===== src/rtl/mem_stage_ctrl.sv =====
// MEM-stage data-memory controller: issues one cache access per memory instruction,
// stalls the pipeline until the cache responds, and returns the packet with mdrreg_out filled.
package rv32i_types;
    typedef struct packed {
        logic       mem;
        logic       data_mem_read;
        logic       data_mem_write;
        logic [3:0] data_mem_byte_enable;
        logic       regfile_write;
    } rv32i_ctrl_t;
endpackage

package rv32i_packet;
    import rv32i_types::*;
    typedef struct packed {
        logic [31:0] pc;
        logic [31:0] alu_out;
        logic [31:0] rs2_out;
        logic [31:0] mdrreg_out;
    } rv32i_data_t;
    typedef struct packed {
        rv32i_ctrl_t ctrl;
        rv32i_data_t data;
    } rv32i_packet_t;
endpackage

module mem_stage_ctrl
    import rv32i_types::*;
    import rv32i_packet::*;
(
    input  logic          clk,
    input  logic          rst,
    input  rv32i_packet_t pkt_i,
    input  logic          valid_i,
    input  logic          advance_i,
    output rv32i_packet_t pkt_o,
    output logic          stall_o,
    output logic          misalign_o,
    output logic          data_read,
    output logic          data_write,
    output logic [3:0]    data_mbe,
    output logic [31:0]   data_addr,
    output logic [31:0]   data_wdata,
    input  logic [31:0]   data_rdata,
    input  logic          data_resp
);

    localparam logic [1:0] IDLE = 2'd0;
    localparam logic [1:0] BUSY = 2'd1;
    localparam logic [1:0] DONE = 2'd2;

    logic [1:0]  state_q, state_d;
    logic        data_read_q, data_read_d;
    logic        data_write_q, data_write_d;
    logic [3:0]  data_mbe_q, data_mbe_d;
    logic [31:0] data_addr_q, data_addr_d;
    logic [31:0] data_wdata_q, data_wdata_d;
    logic [31:0] mdr_q, mdr_d;

    logic [1:0]  off;
    logic [3:0]  mask;
    logic        req;
    logic        misaligned;
    logic        aligned_req;
    logic [3:0]  mbe_shift;
    logic [31:0] wdata_shift;

    always_comb begin
        off         = pkt_i.data.alu_out[1:0];
        mask        = pkt_i.ctrl.data_mem_byte_enable;
        req         = valid_i & pkt_i.ctrl.mem
                      & (pkt_i.ctrl.data_mem_read | pkt_i.ctrl.data_mem_write);
        mbe_shift   = mask << off;
        wdata_shift = pkt_i.data.rs2_out << {off, 3'b000};
        misaligned  = req & (((mask == 4'b0011) & (off == 2'd3))
                           | ((mask == 4'b1111) & (off != 2'd0)));
        aligned_req = req & ~misaligned;
    end

    always_comb begin
        state_d      = state_q;
        data_read_d  = data_read_q;
        data_write_d = data_write_q;
        data_mbe_d   = data_mbe_q;
        data_addr_d  = data_addr_q;
        data_wdata_d = data_wdata_q;
        mdr_d        = mdr_q;
        case (state_q)
            IDLE: begin
                if (aligned_req) begin
                    state_d      = BUSY;
                    data_read_d  = pkt_i.ctrl.data_mem_read;
                    data_write_d = pkt_i.ctrl.data_mem_write;
                    data_mbe_d   = mbe_shift;
                    data_addr_d  = {pkt_i.data.alu_out[31:2], 2'b00};
                    data_wdata_d = wdata_shift;
                end
            end
            BUSY: begin
                if (data_resp) begin
                    state_d      = DONE;
                    data_read_d  = 1'b0;
                    data_write_d = 1'b0;
                    if (data_read_q) begin
                        mdr_d = data_rdata;
                    end
                end
            end
            DONE: begin
                // Held here until the pipeline moves so the access is never re-issued
                if (advance_i) begin
                    state_d = IDLE;
                end
            end
            default: begin
                state_d      = IDLE;
                data_read_d  = 1'b0;
                data_write_d = 1'b0;
            end
        endcase
    end

    always_ff @(posedge clk) begin
        if (rst) begin
            state_q      <= IDLE;
            data_read_q  <= 1'b0;
            data_write_q <= 1'b0;
            data_mbe_q   <= '0;
            data_addr_q  <= '0;
            data_wdata_q <= '0;
            mdr_q        <= '0;
        end else begin
            state_q      <= state_d;
            data_read_q  <= data_read_d;
            data_write_q <= data_write_d;
            data_mbe_q   <= data_mbe_d;
            data_addr_q  <= data_addr_d;
            data_wdata_q <= data_wdata_d;
            mdr_q        <= mdr_d;
        end
    end

    always_comb begin
        stall_o    = aligned_req & (state_q != DONE);
        misalign_o = misaligned;
        data_read  = data_read_q;
        data_write = data_write_q;
        data_mbe   = data_mbe_q;
        data_addr  = data_addr_q;
        data_wdata = data_wdata_q;
        pkt_o      = pkt_i;
        if (aligned_req & pkt_i.ctrl.data_mem_read) begin
            pkt_o.data.mdrreg_out = mdr_q;
        end
    end

endmodule


===== config.mk =====
export PLATFORM = sky130hd
export DESIGN_NAME = mem_stage_ctrl
export DESIGN_NICKNAME = d
export VERILOG_FILES = /design/src/rtl/mem_stage_ctrl.sv
export SDC_FILE = /design/constraint.sdc
export NUM_CORES = 1
export LEC_CHECK = 0
export CAP_MARGIN = 20
export CORE_AREA = 2 2 148 150
export DETAILED_ROUTE_END_ITERATION = 8
export DIE_AREA = 0 0 150 152
export SYNTH_ARGS = -nofsm -noshare
export SYNTH_HDL_FRONTEND = slang
export SYNTH_SLANG_ARGS = --single-unit

===== constraint.sdc =====
create_clock -name clk -period 5.3 [get_ports clk]
set_input_delay 1.59 -clock clk [delete_from_list [all_inputs] [get_ports clk]]
set_output_delay 1.59 -clock clk [all_outputs]
set_load 0.02 [all_outputs]

[Word-level counts from Yosys, hierarchy flattened]
Index checks and enable logic that the tools add are counted.
Word-level totals
  register bits: 102
  output and inout port bits: 208
  word-level logic and storage cells: 46
Cells by class
  equality and inequality tests: 9
  shift-type cells: 2
  mux-type cells: 10
  bitwise operators: 12
  reductions and logical operators: 6
Operator list (count)
  $mux W32: 1
  $shl A32 B5 Y32: 1
  $reduce_and A3 Y1: 3
  $and A1 B1 Y1: 8
  $ne A2 B2 Y1 const B: 4
  $mux W2: 3
  $pmux W1 S3: 2
  $pmux W2 S3: 1
  $eq A2 B2 Y1 const B: 2
  $eq A4 B2 Y1 const B: 1
  $eq A4 B4 Y1 const B: 1
  $shl A4 B2 Y4: 1
  $mux W1: 3
  $eq A2 B1 Y1 const B: 1
  $logic_not A2 Y1: 1
  $not A1 Y1: 2
  $or A1 B1 Y1: 2
  $reduce_and A2 Y1: 1
  $reduce_bool A2 Y1: 1

[Logic depth before layout (Yosys ltp)]
Gate-level depths: netlist of run 1.
  depth in word-level cells: 8
  gate-level depth with buffers: 7

[Worst setup path before layout of run 1]
Ideal clock, no wire load.
  path kind: input-to-output
  start: input pkt_i[64] (netlist bit)
  end: output pkt_o[0] (netlist bit)
  data arrival time: 2.946 ns
  required time: 3.710 ns
  path slack: 0.764 ns
  stages: 6
  path buffers: 2
  path through: buf_2 nor3b_4 o2111ai_4 nand4_2 buf_2 mux2_1
RTL lines
  start, declared: RTL line 33  | input rv32i_packet_t pkt_i,
  end, declared: RTL line 36  | output rv32i_packet_t pkt_o,

[Worst setup path in the final report of run 1]
  start: input pkt_i[65] (netlist bit)
  end: output misalign_o
On the way
  longest elaborated chain between the ends: 4
  elaborated cells between the ends (all ways): 6
  those cells by class: eq/ne (1); bitwise (4); reduce/logical (1)
RTL lines
  $eq A2 B2 Y1 / $reduce_bool A2 Y1 (equally long branches): RTL line 75, 76
  $and A1 B1 Y1, on equally long branches: RTL line 75, 76
  $or A1 B1 Y1 *: RTL line 76  | | ((mask == 4'b1111) & (off != 2'd0)));
  $and A1 B1 Y1 *: RTL line 75  | misaligned = req & (((mask == 4'b0011) & (off == 2'd3))
  end, declared: RTL line 38  | output logic misalign_o,
Every way passes the cells marked *; elsewhere a longest branch is shown, timed or not.

==> results of run 1 <==
-- placed cells by master, fill, tap and decap left out, drive strengths merged --
cell           synthesis  final
nand4b                 2      2
o21ai                 60     60
and2                   1      1
clkbuf                43     11
and3                   1      1
dlygate4sd2            0      9
clkinvlp               0      2
nor2                  14     14
nand4                 10     10
or2                    1      1
clkinv                 0      3
dlymetal6s2s           0     25
dfxtp                102    102
nor2b                  2      2
mux2                  32     32
o21a                   1      1
nor3                   1      1
o211a                  2      2
nand3                 43     43
o2111ai                1      1
o211ai                 1      1
or4                    9      9
a22oi                  1      1
nand2                 69     69
inv                    1      1
mux2i                 36     36
nand2b                19     19
a21oi                 92     92
o2111a                 1      1
buf                  119     24
nor3b                  1      1
clkdlybuf4s50          0    276
conb                   1      2
a211oi                 9      9
-- worst max-delay path by stage --
stage          cells after the start  slack (ps)          to
6_report                           5         190  misalign_o
5_1_grt                            5         110  misalign_o
4_1_cts                            7           2   pkt_o[22]
3_5_place_dp                       7        -190    pkt_o[6]
3_3_place_gp                       7        -130   pkt_o[10]
2_1_floorplan                      6         760    pkt_o[0]
-- worst max-delay path: stages --
cell and delay (ps):
clkdlybuf4s50_1 570, buf_4 400, o21ai_0 150, a21oi_1 160, clkdlybuf4s50_1 630
-- power breakdown --
part	internal, mW	switching [mW]
combinational	0.253	0.244
sequential	0.789	0.0124
clock	0.344	0.304
-- routing by layer --
metal,global-route usage [%],wire length [um]
met5,0,0
met4,7.323,630
met3,3.964,1556
met2,31.44,10450
met1,20.47,8244
-- cell type report --
type	instances	area, um^2
clock inverters	5	33.78
repair buffers	334	3364
multi-input cells	411	2512
flip-flops and latches	102	2042
well taps	280	350.3
clock buffers	11	252.7
fillers	2201	12790
inverters	1	3.754
-- state kept, by name (all words and copies together), names as in the netlist --
name,flops
data_addr,30
data_mbe,4
data_read,1
data_wdata,32
data_write,1
mdr_q,32
state_q,2
-- cell families after synthesis --
logic type	Yosys count	share of synthesized area, %
compound gates	168	16.40
buf+inv	163	18.49
simple gates	173	15.43
flops	102	36.67
other cells	1	0.06734
mux	68	12.94
-- what timing repair did --
action | 4_1_cts | 5_1_grt
setup buffers | 0 | 0
setup endpoints to repair | 32 | 25
gates resized for setup | 9 | 25
-- metrics by stage --
stage	worst slack, ps	cell area, um^2	utilization, %	cells	hold WS (ps)
after floorplan	764.2	5573	-	676	432.2
after global placement	-126.0	8207	38.44	1127	446.3
after detailed placement	-188.4	8222	38.51	1128	446.3
after CTS	1.851	8497	39.80	1144	457.2
after global routing	113.0	8559	40.09	1144	469.5
final	193.8	8559	40.09	1144	456.2
==> results by group, run 1 <==
Synthesis
  • Avg Cell Area, Syn: 8.251 um^2
  • Synth top area share: 36.67%
  • Synth Register Bits: 102
  • Largest area contributor in the netlist: dfxtp_1
  • Synthesized area: 5569 um^2
  • Synthesis Warnings: 0
  • Dominant synthesized flop cell: dfxtp_1
  • EDFF count, synth: 0
  • Post-synthesis cell type count: 35
  • Synth top cells by count: 106 x buf_4, 102 x dfxtp_1, 92 x a21oi_1
  • Synth top area cells: dfxtp_1 37%, buf_4 14%, a21oi_1 8.3%, mux2i_1 6.5%, mux2_1 6.1%
  • Asr flop ratio synth: 0%
  • Post-Synthesis Cells: 675
  • Seq/Total Area, Yosys: 36.67%
  • Most frequent cell after synthesis: buf_4

Placement
  • PortBufs: 312
  • Hpwl dp: 15.30 mm
  • Gpl congestion: 0.7954

Timing
  • Slew Limit Fails: 0
  • Rel. slew slack: 40.14%
  • Final Hold Viols: 0
  • Final Setup Violations: 0
  • F_max: 195.8 MHz
  • Worst Skew: 10.44 ps
  • Worst slew pin tran: 896.1 ps
  • RSZ-0062 raised after global routing: no
  • Total negative slack: 0 ps
  • Min Tclk post-route: 5106 ps
  • Fin crit share: 96.34%

Die
  • Std-Cell Rows: 54
  • Core area: 21350 um^2
  • DIE WIDTH: 150 um
  • Die area: 22800 um^2
  • I/O Pins: 381
  • Initial Util: 26.08%
  • Die extent in y: 152 um

Drt
  • Iter 0 DRT Violations: 166
  • Post-DR vias/cell: 4.704
  • Final WL: 20.88 mm
  • Vias: 5381
  • Drt pass-1 iters: 4
  • Drt wl/cell: 18.26 um
  • Routed Antenna Nets: 0
  • DRC viols: 0

Power
  • PD cells: 227.4 nW/um^2
  • Total Power: 1.946 mW
  • Leak: 3.253 nW
  • Worst VDD drop: 109.5 uV

Global route
  • Vias in the first global route: 5337
  • Overall Global Routing Usage: 17.78%
  • Largest net degree at the start of global routing: 70
  • Grt total ovfl: 0
  • First-pass GRT wire length: 31.44 mm
  • Antenna violations before repair: 0

Worst setup path
  • Reg2Reg Setup Slack: 3280 ps
  • Critical path startpoint: pkt_i[65]
  • CP Capture Type: primary output
  • Worst path required time: 3710 ps
  • Critical R2R Capture: data_mbe[2]
  • FF-to-FF path depth: 5
  • Crit path DAT: 3520 ps
  • Critical Path Start Type: input port
  • Launch point of the worst reg-to-reg path: state_q[1]
  • Setup CP Type: input port to primary output
  • Crit path max fanout: 33

Clocking
  • Clk_lat worst skew: 350 ps
  • Total CTS buffers: 9
  • Clk slew on worst S/H paths: 70 ps
  • Root Driver: clkbuf_16
  • Clock Sinks: 102
  • Maximum clock path buffer count: 2
  • CTS tree: done
  • H-tree depth: 3
  • Hold_buf cts: 0

Finish
  • # diodes: 0
  • Final Net Count: 1032
  • Share of cells above drive strength 1: 5.903%
  • Area grow syn2layout: 53.70%

Run status
  • Status: completed

Worst hold path
  • Worst Min Path Start: mdr_q[17]
  • Hold Path Cell Cnt: 2
  • Hold Crit Endpoint: mdr_q[17]
  • Hold crit path type: register to register

Job
  • Max-Cap Viols: 0
(Power assumes the default switching activity.)
==> inputs of run 2 (changes only) <==
--- a/config.mk
+++ b/config.mk
@@ -6,9 +6,9 @@
 export NUM_CORES = 1
 export LEC_CHECK = 0
 export CAP_MARGIN = 20
-export CORE_AREA = 2 2 148 150
+export CORE_AREA = 2 2 146 148
 export DETAILED_ROUTE_END_ITERATION = 8
-export DIE_AREA = 0 0 150 152
+export DIE_AREA = 0 0 148 150
 export SYNTH_ARGS = -nofsm -noshare
 export SYNTH_HDL_FRONTEND = slang
 export SYNTH_SLANG_ARGS = --single-unit
==> run 2 against run 1 <==
Fmax increased by 0.76%. Worst hold slack barely moved. Combinational power is 0.8% lower. Non-clock buffer count rose by 3. Design area decreased by 0.99%. Critical path depth up 2. Critical endpoint is now pkt_o[3].
==> results by group, run 2 (synthesized netlist as in run 1, its figures left out) <==
Run status
  • Status: completed

Power
  • Gate power share: 25.6%
  • Leak: 3.065 nW
  • Clock power share: 32.9%
  • Worst VDD drop: 134.2 uV
  • Internal power: 1.368 mW
  • Psw: 0.5610 mW
  • Switching share of power: 29.09%
  • Part of the power in registers: 41.5%
  • PD cells: 227.6 nW/um^2
  • Total Power: 1.929 mW

Job
  • Max-Cap Viols: 0

Worst setup path
  • Crit path DAT: 3480 ps
  • CP top delay family: buffers and inverters
  • CP Capture Type: primary output
  • Critical Path Start Type: input port
  • Setup CP Type: input port to primary output
  • Crit path max fanout: 32
  • Worst path buffer plus inverter count: 3
  • Slowest CP cell: clkdlybuf4s50_1
  • Worst path required time: 3710 ps
  • Reg2Reg Setup Slack: 3220 ps
  • Critical path cell sequence: clkdlybuf4s50_1 > nand2_1 > or2_2 > nand4_2 > buf_12 > mux2_1 > dlygate4sd2_1
  • Max stage delay on crit path: 480 ps

Finish
  • Final std cells w/o fill: 1140
  • Commonest cells after routing, fill and taps aside: 276 x clkdlybuf4s50_1, 102 x dfxtp_1, 92 x a21oi_1, 69 x nand2_1, 60 x o21ai_0
  • Most common cell after layout, fill and taps aside: clkdlybuf4s50_1
  • Area grow syn2layout: 52.17%
  • Multi-input gate area: 2512 um^2
  • Share of cells above drive strength 1: 6.012%
  • Post-layout util: 40.96%
  • Final Net Count: 1035
  • Fillcell total: 2129
  • Fin area: 8474 um^2
  • # diodes: 0
  • Register area: 2042 um^2

Global route
  • Grt total ovfl: 0
  • Vias in the first global route: 5237
  • Overall Global Routing Usage: 17.87%
  • Antenna violations before repair: 0
  • First-pass GRT wire length: 30.75 mm
  • Largest net degree at the start of global routing: 64

Clocking
  • Total CTS buffers: 9
  • Clock Sinks: 102
  • Root Driver: clkbuf_16
  • Maximum clock path buffer count: 2
  • Clk slew on worst S/H paths: 60 ps
  • Hold_buf cts: 0
  • CTS tree: done
  • H-tree depth: 3
  • Clk_lat worst skew: 340 ps

Drt
  • Drt pass-1 iters: 4
  • Drt wl/cell: 18.11 um
  • DRC viols: 0
  • Post-DR vias/cell: 4.710
  • Iter 0 DRT Violations: 239
  • Vias: 5369
  • Final WL: 20.65 mm
  • Routed Antenna Nets: 0

Placement
  • PortBufs: 312
  • Dpl cell area: 8223 um^2
  • Dpl cells: 1125
  • Gpl congestion: 0.7725
  • Hpwl dp: 15.19 mm

Timing
  • Worst slew pin tran: 992.4 ps
  • Total negative slack: 0 ps
  • RSZ-0062 raised after global routing: no
  • Min Tclk post-route: 5068 ps
  • Fin crit share: 95.62%
  • Worst Skew: 7.948 ps
  • F_max: 197.3 MHz
  • Slew Limit Fails: 0
  • Final Setup Violations: 0
  • Final Hold Viols: 0
  • Rel. slew slack: 33.84%

Die
  • Initial Util: 26.92%
  • Core area: 20690 um^2
  • Die area: 22200 um^2
  • DIE WIDTH: 148 um
  • Std-Cell Rows: 53
  • Die extent in y: 150 um
  • I/O Pins: 381

Worst hold path
  • Hold crit path type: register to register
run 2: power groups by stage:
stage	sequential (mW)	clock [mW]	combinational, mW
6_report	0.801	0.635	0.493
5_1_grt	0.804	0.693	0.525
4_1_cts	0.801	0.664	0.499
3_5_place_dp	0.819	0	0.508
3_3_place_gp	0.818	0	0.507
2_1_floorplan	0.845	0	0.257
run 2: path summary, 6_finish.rpt:
path              depth (start not counted)         to       start
setup / recovery                          7   pkt_o[3]  pkt_i[130]
hold / removal                            2  mdr_q[20]   mdr_q[20]
setup reg to reg                          5  mdr_q[31]  state_q[0]
hold reg to reg                           2  mdr_q[20]   mdr_q[20]
run 2: timing repair:
| item | 4_1_cts | 5_1_grt |
|---|---|---|
| buffers inserted | 0 | 0 |
| resized for setup | 32 | 2 |
| endpoints found under the setup margin | 32 | 7 |
| hold endpoints to repair | 0 | 0 |
run 2: through the flow:
step / setup WS (ps) / hold slack [ps]
floorplan: 764.2 / 432.2
global placement: -126.6 / 443.7
detailed placement: -166.1 / 447.7
CTS: 49.93 / 458.6
global route: 125.6 / 474.4
finish: 232.1 / 456.6
run 2: layout make-up:
type                            instances  share of cell area (%)
Clock buffer                           10                   2.820
Timing Repair Buffer                  337                   38.95
Tap cell                              275                   4.060
Clock inverter                          4                  0.3839
Multi-Input combinational cell        411                   29.65
Sequential cell                       102                   24.10
Inverter                                1                 0.04429
run 2: metal layers:
layer	up-vias	track usage (%)	share of wire [%]
met1	2526	21.52	41
li1	2598	-	-
met2	210	31.25	50
met5	-	0	0
met3	35	4.146	6.7
met4	0	6.190	2.4
run 2: worst min-delay path, cell delays in order, from the launching register on:
cell and delay, ps:
dfxtp_1 310, nand2_1 50, a21oi_1 50
==> inputs of run 3 (changes only) <==
--- a/config.mk
+++ b/config.mk
@@ -9,6 +9,7 @@
 export CORE_AREA = 2 2 146 148
 export DETAILED_ROUTE_END_ITERATION = 8
 export DIE_AREA = 0 0 148 150
+export GPL_TIMING_DRIVEN = 0
 export SYNTH_ARGS = -nofsm -noshare
 export SYNTH_HDL_FRONTEND = slang
 export SYNTH_SLANG_ARGS = --single-unit
==> run 3 against run 2 <==
Design area grew 14%. Wire length up 13%. Clock power grew 11%. Worst hold slack got worse by 5.8 ps. Sequential power barely moved. Fmax down 2.0%. Total power is 9.0% higher. Clock-buffer cell count is the same. Combinational power rose by 22%. Die area did not move. Non-clock buffer count rose by 169. Critical endpoint is now stall_o. Largest power group unchanged. Highest routed layer unchanged.
==> results by group, run 3 (synthesized netlist as in run 1, its figures left out) <==
Clocking
  • H-tree depth: 3
  • Clk_lat worst skew: 350 ps
  • Hold_buf cts: 0
  • Maximum clock path buffer count: 2
  • Clock Sinks: 102
  • CTS tree: done
  • Root Driver: clkbuf_16
  • Total CTS buffers: 9
  • Clk slew on worst S/H paths: 70 ps

Die
  • I/O Pins: 381
  • Initial Util: 26.92%
  • DIE WIDTH: 148 um
  • Std-Cell Rows: 53
  • Core area: 20690 um^2
  • Die extent in y: 150 um
  • Die area: 22200 um^2

Global route
  • Grt total ovfl: 0
  • Largest net degree at the start of global routing: 18
  • First-pass GRT wire length: 34.36 mm
  • Overall Global Routing Usage: 20.14%
  • Antenna violations before repair: 0
  • Vias in the first global route: 5835

Worst setup path
  • Launch point of the worst reg-to-reg path: state_q[1]
  • Crit path max fanout: 10
  • Critical path cell sequence: dlygate4sd2_1 > and2_1 > o2111ai_4 > buf_2 > nand3_1 > a21oi_1 > clkdlybuf4s50_1
  • Worst path buffer plus inverter count: 3
  • Max stage delay on crit path: 620 ps
  • Levels on crit path: 7
  • Crit path DAT: 3580 ps
  • CP Capture Type: primary output
  • Critical Path Start Type: input port
  • Slowest CP cell: clkdlybuf4s50_1
  • Worst path required time: 3710 ps
  • Critical R2R Capture: data_wdata[29]
  • FF-to-FF path depth: 6
  • CP top delay family: buffers and inverters
  • Critical path startpoint: pkt_i[131]
  • Reg2Reg Setup Slack: 3260 ps
  • Worst setup endpoint: stall_o
  • Setup CP Type: input port to primary output

Drt
  • DRC viols: 0
  • Metal3 WL: 1.832 mm
  • Post-DR vias/cell: 4.583
  • Met2 wire len: 11.68 mm
  • Routed Antenna Nets: 0
  • Vias: 6004
  • Post-Route M1 WL: 9.492 mm
  • Drt wl/cell: 17.81 um
  • Highest metal used: met4
  • Final WL: 23.34 mm
  • Drt pass-1 iters: 6
  • Iter 0 DRT Violations: 198

Finish
  • Most common cell after layout, fill and taps aside: clkdlybuf4s50_1
  • Share of cells above drive strength 1: 14.40%
  • Final std cells w/o fill: 1310
  • Register area: 2042 um^2
  • # diodes: 0
  • Commonest cells after routing, fill and taps aside: 306 x clkdlybuf4s50_1, 110 x buf_4, 102 x dfxtp_1, 92 x a21oi_1, 69 x nand2_1
  • Fillcell total: 2148
  • Fin area: 9643 um^2
  • Area grow syn2layout: 73.15%
  • Multi-input gate area: 2517 um^2
  • Post-layout util: 46.61%
  • Final Net Count: 1204

Power
  • Part of the power in registers: 38.1%
  • Internal power: 1.484 mW
  • Leak: 3.682 nW
  • Worst VDD drop: 135.1 uV
  • Psw: 0.6183 mW
  • Gate power share: 28.5%
  • Switching share of power: 29.41%
  • PD cells: 218.0 nW/um^2
  • Total Power: 2.102 mW
  • Clock power share: 33.4%

Timing
  • Final worst slack: 128.2 ps
  • Worst Skew: 13.71 ps
  • Final Hold Viols: 0
  • Slew Limit Fails: 0
  • Final Setup Violations: 0
  • RSZ-0062 raised after global routing: no
  • Rel. slew slack: 51.67%
  • Min Tclk post-route: 5172 ps
  • F_max: 193.4 MHz
  • Worst slew pin tran: 725.0 ps
  • Fin crit share: 97.58%

Placement
  • Gpl congestion: 0.8263
  • Post-Place Setup Slack: -670.6 ps
  • PortBufs: 343
  • Dpl cell area: 9350 um^2
  • Dpl cells: 1294
  • Hpwl dp: 18.39 mm

Worst hold path
  • Hold crit path type: register to register

Job
  • Max-Cap Viols: 0

Run status
  • Status: completed
## run 3: cell types whose count changed in the layout (fill, tap and decap cells not counted), sizes merged
| cell | before | now |
|---|---|---|
| clkbuf | 10 | 52 |
| clkdlybuf4s50 | 276 | 306 |
| dlymetal6s2s | 2 | 0 |
| clkdlybuf4s15 | 0 | 1 |
| buf | 27 | 121 |
| dlygate4sd2 | 32 | 36 |
| bufinv | 0 | 1 |
## run 3: tightest hold or removal path, delay by kind of cell (launching register included)
kind | cells | cell delay, ps
flip-flops | 1 | 310
AND/OR/NAND/NOR | 1 | 50
AO/OA/AOI/OAI | 1 | 50
## run 3: how the worst min path moves through the flow
stage                          from  slack (ps)        end  cells past startpoint
final                     mdr_q[18]         450  mdr_q[18]                      2
after global routing      mdr_q[10]         470  mdr_q[10]                      2
after CTS                 mdr_q[25]         450  mdr_q[25]                      2
after detailed placement  mdr_q[25]         440  mdr_q[25]                      2
after global placement    mdr_q[26]         440  mdr_q[26]                      2
after floorplan            mdr_q[0]         430   mdr_q[0]                      2
## run 3: power groups by stage
stage	logic (mW)	registers (mW)	clock network (mW)
CTS	0.606	0.801	0.725
finish	0.599	0.801	0.703
global placement	0.613	0.818	0
global route	0.636	0.804	0.762
floorplan	0.257	0.845	0
detailed placement	0.613	0.818	0
## run 3: timing repair
action                     4_1_cts  5_1_grt
gates resized for setup         45        1
setup endpoints to repair       33        1
buffers inserted                 1        0
gates cloned                     0        0
pin swaps                        2        0
## run 3: final cells by class
class,instances,area share [%]
Buffer,162,10.73
Clock inverter,5,0.6747
Clock buffer,10,2.478
Inverter,1,0.03893
Tap cell,275,3.568
Multi-Input combinational cell,411,26.11
Timing Repair Buffer,344,35.23
Sequential cell,102,21.18
## run 3: metrics by stage
| step | TNS, ps | hold slack (ps) |
|---|---|---|
| 2_1_floorplan | 0 | 432.2 |
| 3_3_place_gp | -20340 | 438.0 |
| 3_5_place_dp | -19980 | 442.4 |
| 4_1_cts | 0 | 453.1 |
| 5_1_grt | 0 | 471.9 |
| 6_report | 0 | 450.8 |
## run 3: metal layers
| layer | GRT usage (%) | up-vias |
|---|---|---|
| met5 | 0 | - |
| met3 | 6.280 | 22 |
| met1 | 23.95 | 2786 |
| met4 | 4.952 | 0 |
| li1 | - | 2941 |
| met2 | 35.35 | 255 |
